--- src/rtl/store_buffer_pkg.sv ---
// rtl/store_buffer_pkg.sv - shared lane count, depth default, drain FSM encoding and entry layout
package store_buffer_pkg;

    localparam int SB_LANES         = 4;
    localparam int SB_DEPTH_DEFAULT = 4;

    typedef enum logic {
        SB_IDLE = 1'b0,
        SB_REQ  = 1'b1
    } sb_state_t;

    typedef struct packed {
        logic [29:0]         addr;
        logic [31:0]         data;
        logic [SB_LANES-1:0] be;
    } sb_entry_t;

    // be bit i owns the big-endian-positioned lane data[31-8i -: 8]
    function automatic logic [31:0] sb_merge_lanes(input logic [31:0]         old_data,
                                                   input logic [31:0]         new_data,
                                                   input logic [SB_LANES-1:0] be);
        logic [31:0] r;
        r = old_data;
        for (int i = 0; i < SB_LANES; i++) begin
            if (be[i]) r[31-8*i -: 8] = new_data[31-8*i -: 8];
        end
        return r;
    endfunction

endpackage

--- src/rtl/store_buffer_entry_fifo.sv ---
// rtl/store_buffer_entry_fifo.sv - sb_entry_fifo: circular entry storage with per-slot valid bits
module sb_entry_fifo
    import store_buffer_pkg::*;
#(
    parameter int DEPTH = SB_DEPTH_DEFAULT
) (
    input  logic             clk,
    input  logic             rst,
    input  logic             push,
    input  sb_entry_t        push_entry,
    input  logic             pop,
    input  logic             merge,
    input  sb_entry_t        merge_entry,
    output sb_entry_t        head,
    output sb_entry_t        tail,
    output sb_entry_t        entries [DEPTH],
    output logic [DEPTH-1:0] valid,
    output logic [3:0]       count
);

    localparam int PW = (DEPTH > 1) ? $clog2(DEPTH) : 1;

    logic [PW-1:0] rd_ptr;
    logic [PW-1:0] wr_ptr;
    logic [PW-1:0] tail_ptr;
    sb_entry_t     mem [DEPTH];

    assign tail_ptr = wr_ptr - 1'b1;

    always_ff @(posedge clk or posedge rst) begin
        if (rst) begin
            rd_ptr <= '0;
            wr_ptr <= '0;
            count  <= '0;
            valid  <= '0;
        end else begin
            if (push) wr_ptr <= wr_ptr + 1'b1;
            if (pop)  rd_ptr <= rd_ptr + 1'b1;
            count <= count + {3'b000, push} - {3'b000, pop};
            // push and pop never share a slot: a push into a full buffer is refused upstream
            if (pop)  valid[rd_ptr] <= 1'b0;
            if (push) valid[wr_ptr] <= 1'b1;
        end
    end

    // payload needs no reset; valid bits alone define occupancy
    always_ff @(posedge clk) begin
        if (push)  mem[wr_ptr]   <= push_entry;
        if (merge) mem[tail_ptr] <= merge_entry;
    end

    assign entries = mem;
    assign head    = mem[rd_ptr];
    assign tail    = mem[tail_ptr];

endmodule

--- src/rtl/store_buffer.sv ---
// rtl/store_buffer.sv - store buffer with drain FSM and load-hazard detect
// Optional store merging into the tail entry when STORE_MERGE_EN is defined.
module store_buffer
    import store_buffer_pkg::*;
#(
    parameter int DEPTH = SB_DEPTH_DEFAULT
) (
    input  logic                clk,
    input  logic                rst,
    input  logic                wr_valid,
    input  logic [31:0]         wr_addr,
    input  logic [31:0]         wr_data,
    input  logic [SB_LANES-1:0] wr_be,
    output logic                wr_ready,
    input  logic [31:0]         ld_addr,
    output logic                ld_hazard,
    output logic                mem_req,
    output logic [31:0]         mem_addr,
    output logic [31:0]         mem_wdata,
    output logic [SB_LANES-1:0] mem_be,
    input  logic                mem_ack,
    output logic                empty,
    output logic [3:0]          count
);

    sb_state_t        state, state_next;
    sb_entry_t        head, tail, new_entry, merge_entry;
    sb_entry_t        entries [DEPTH];
    logic [DEPTH-1:0] valid;
    logic             store_en, merge_hit, push, pop;
    logic             unused_bits;

    assign store_en  = wr_valid && (wr_be != '0);
    assign new_entry = '{addr: wr_addr[31:2], data: wr_data, be: wr_be};

`ifdef STORE_MERGE_EN
    // the head is frozen while its request is outstanding, so it is never a merge target
    assign merge_hit   = store_en && (count != 4'd0) && (tail.addr == wr_addr[31:2])
                         && !((count == 4'd1) && (state == SB_REQ));
    assign merge_entry = '{addr: tail.addr,
                           data: sb_merge_lanes(tail.data, wr_data, wr_be),
                           be:   tail.be | wr_be};
    assign wr_ready    = (count < 4'(DEPTH)) || merge_hit;
    assign unused_bits = &{1'b0, wr_addr[1:0], ld_addr[1:0]};
`else
    assign merge_hit   = 1'b0;
    assign merge_entry = '0;
    assign wr_ready    = (count < 4'(DEPTH));
    assign unused_bits = &{1'b0, wr_addr[1:0], ld_addr[1:0], tail};
`endif

    assign push  = store_en && wr_ready && !merge_hit;
    assign pop   = (state == SB_REQ) && mem_ack;
    assign empty = (count == 4'd0);

    sb_entry_fifo #(.DEPTH(DEPTH)) u_fifo (
        .clk         (clk),
        .rst         (rst),
        .push        (push),
        .push_entry  (new_entry),
        .pop         (pop),
        .merge       (merge_hit),
        .merge_entry (merge_entry),
        .head        (head),
        .tail        (tail),
        .entries     (entries),
        .valid       (valid),
        .count       (count)
    );

    always_ff @(posedge clk or posedge rst) begin
        if (rst) state <= SB_IDLE;
        else     state <= state_next;
    end

    always_comb begin
        state_next = state;
        case (state)
            SB_IDLE: if (count != 4'd0) state_next = SB_REQ;
            SB_REQ:  if (mem_ack && (count == 4'd1) && !push) state_next = SB_IDLE;
            default: state_next = SB_IDLE;
        endcase
    end

    always_comb begin
        mem_req   = 1'b0;
        mem_addr  = '0;
        mem_wdata = '0;
        mem_be    = '0;
        if (state == SB_REQ) begin
            mem_req   = 1'b1;
            mem_addr  = {head.addr, 2'b00};
            mem_wdata = head.data;
            mem_be    = head.be;
        end
    end

    always_comb begin
        ld_hazard = 1'b0;
        for (int i = 0; i < DEPTH; i++) begin
            if (valid[i] && (entries[i].addr == ld_addr[31:2])) ld_hazard = 1'b1;
        end
    end

endmodule

--- config.mk ---
export PLATFORM = sky130hd
export DESIGN_NAME = store_buffer
export DESIGN_NICKNAME = d
export VERILOG_FILES = /design/src/rtl/store_buffer_pkg.sv /design/src/rtl/store_buffer_entry_fifo.sv /design/src/rtl/store_buffer.sv
export SDC_FILE = /design/constraint.sdc
export NUM_CORES = 1
export LEC_CHECK = 0
export CORE_MARGIN = 2
export CORE_UTILIZATION = 46
export CTS_BUF_LIST = sky130_fd_sc_hd__clkbuf_8
export CTS_CLUSTER_SIZE = 28
export DETAILED_ROUTE_END_ITERATION = 8
export PLACE_DENSITY = 0.7
export SYNTH_ARGS = -nofsm -noshare
export SYNTH_HDL_FRONTEND = slang
export SYNTH_SLANG_ARGS = --single-unit
--- constraint.sdc ---
create_clock -name clk -period 5.4 [get_ports clk]
set_clock_uncertainty 0.05 [all_clocks]
set_input_delay 1.08 -clock clk [delete_from_list [all_inputs] [get_ports clk]]
set_output_delay 1.08 -clock clk [all_outputs]
set_load 0.01 [all_outputs]
==> impl_results.md <==
* Status: completed
* Port-buffer cells at 173
* Dpl hpwl at 17,200 um
* Die H at approximately 170 um
* Clock latency on the worst-skew pair at 0.55 ns
* Proportion of layout cells with a drive suffix above 1 at 14.4%
* Residual DRC at 0
* P per Cell Area at 456 nW/um^2
* Count of cell types in the netlist at 26
* Setup TNS Final at 0 ns
* Clk pin slew, worst setup/hold paths at 0.05 ns
* Critical path startpoint: ld_addr[25]
* Total power at ~6.8 mW
* Detailed-router iteration count before antenna repair at 4
* Die Span X at 166 um
* Global-route wire length before repair at 42,100 um
* Total leakage power at roughly 4.9 nW
* GRT Overall Usage at 20.0%
* Clk root buf: clkbuf_8
* Mapped Area at 12,100 um^2
* Post-synthesis async set-or-reset flop share at under 10%
* Num CTS Buffers at between 40 and 50
* Antenna Nets Post-Route at 0
* WL final at 27,300 um
* Drt first-iter violations at 483
* VDD IR-drop max at 0.316 mV
* Post-CTS Setup Inserts at 0
* Worst Path Required at 4.27 ns
* Pin count of the biggest net entering global routing at 70
* Fmax at 0.221 GHz
* Vias in the first global route at roughly 7,200
* Synth top area share at 65.5%
* Worst hold path type: register to register
* Min-delay src: u_fifo.valid[2]
* CTS tree: done
* Gate Count Post-Synth at 667
* Arrival time at the worst endpoint at around 3.4 ns
* Final Setup Violations at 0
* Placer Congestion at 0.831
* Die area at 27,600 um^2
* Count of cells resized by post-cts repair at 0
* Crit path launch type: primary input
* Hold Vio Cnt, Final at 0
* Number of placement rows at around 60
* Post-synth EDFFs at 264
* Antenna violations before repair at 2
* DR vias at roughly 6,500
* Ys flop type: edfxtp_1
* Post-synth top area cell: edfxtp_1
* Top-count cell post-synth: edfxtp_1
* Gr ovfl total at 0
* Clk sinks at 277
* Max-slew violation count at 0
* CP Capture Type: primary output
* Area delta synth->final at 22.8%
* CP Max Fanout at 4
* Initial core utilization at between 40% and 50%
* Hold Buf Count CTS at 0
* Boundary Pins at 180
* Synth top area cells: edfxtp_1 (65%), mux4_2 (12%), xnor2_1 (5.6%)
* Final period utilization at 83.9%
* Syn avg cell area at 18.2 um^2
* Yosys reg bits at 277
* Htree depth at 2
* Unrepaired setup endpoints after global routing: no
* Vias/cell at 5.37
* Core box area at 26,000 um^2
* Clock buffer depth at 3
* CP Class: primary input to primary output
* Actual slew at the worst max-slew pin at between 1 and 1.5 ns
* Fin nets at 968
* Top cells by count, synth: edfxtp_1 (264), xnor2_1 (78), and2_1 (71)
* Wire per inst at 22.5 um
* Syn. warnings at 0
* Post-synthesis sequential area ratio at 68.2%
* Max_cap viols at 0
* Relative slew slack at 20.1%
* Period minus WS final at 4.53 ns
* FF-to-FF Start: state
## through the flow
stage          setup slack (ns)  instances  area, um^2  utilization [%]  hold WS [ns]
2_1_floorplan              1.83        668       12100                -         0.399
3_3_place_gp              0.923       1136       14100             54.1         0.426
3_5_place_dp              0.840       1136       14100             54.1         0.434
4_1_cts                   0.829       1214       14900             57.2         0.449
5_1_grt                   0.728       1215       14900             57.2         0.490
6_report                  0.868       1215       14900             57.2         0.446
## kinds of logic after synthesis
family	share of synthesized area, %
and+or+nand+nor	6.21
DFF	68.2
AOI/OAI and AO/OA	0.486
xor gates and xnor gates	8.97
adders and majority gates	1.51
other	0.0310
muxes	12.3
buffers and inverters	2.35
## worst max-delay path: stages
cell and delay, ns:
clkdlybuf4s50_1 0.51, xnor2_1 0.38, nand4_1 0.16, nor4_1 0.42
nand4_1 0.14, nand4_1 0.16, clkdlybuf4s50_1 0.56
## worst paths after layout
kind	cells past startpoint	to	slack, ns
hold reg to reg	1	u_fifo.valid[2]	0.45
setup / recovery	7	ld_hazard	0.87
hold / removal	1	u_fifo.valid[2]	0.45
min in group asynchronous	2	u_fifo.wr_ptr[0]	0.85
max in group asynchronous	2	u_fifo.rd_ptr[0]	4.09
setup reg to reg	7	u_fifo.count[3]	2.58
## placed cells by master (no fill, tap or decap), types with 2 or more instances in the layout
cell / Yosys / routed
a21o_1: 5 / 5
dfrtp_1: 13 / 10
dfrtp_4: 0 / 2
nand2_1: 8 / 8
xnor2_1: 78 / 78
o21ai_0: 2 / 2
clkinv_2: 0 / 2
clkdlybuf4s50_1: 0 / 173
nor4_1: 17 / 17
and2_1: 71 / 67
clkinv_1: 0 / 4
clkbuf_8: 0 / 47
nand4_1: 25 / 25
xor2_1: 46 / 46
ha_1: 13 / 13
inv_1: 11 / 32
edfxtp_1: 264 / 264
and2_4: 0 / 4
clkinvlp_4: 0 / 3
conb_1: 1 / 2
mux4_2: 66 / 66
## state kept, by name, summed over array words and instances (netlist names)
register	flops
u_fifo.wr_ptr	2
u_fifo.entries	264
u_fifo.rd_ptr	2
u_fifo.count	4
u_fifo.valid	4
state	1
## power breakdown
part | total [mW] | switching [mW] | internal, mW
Clock | 1.64 | 0.791 | 0.849
Sequential | 2.88 | 0.280 | 2.60
Combinational | 2.26 | 0.909 | 1.35
## area by class of cell
cell class | count | area (um^2)
fill | 2011 | 11100
timing repair buffer | 174 | 1750
clock inverter | 31 | 156
antenna | 1 | 2.50
sequential | 277 | 8260
clock buffer | 47 | 647
multi-input combinational | 339 | 3580
tap | 335 | 419
inverter | 11 | 41.3
## per-layer routing
metal  track usage [%]  wire (um)  up-vias
met2              33.9      13500      253
li1                  -          -     2923
met4              7.20        809        2
met1              25.0      11000     3287
met3              5.20       2010       57
met5                 0         13        -
Power figures use the tool's default switching activity.
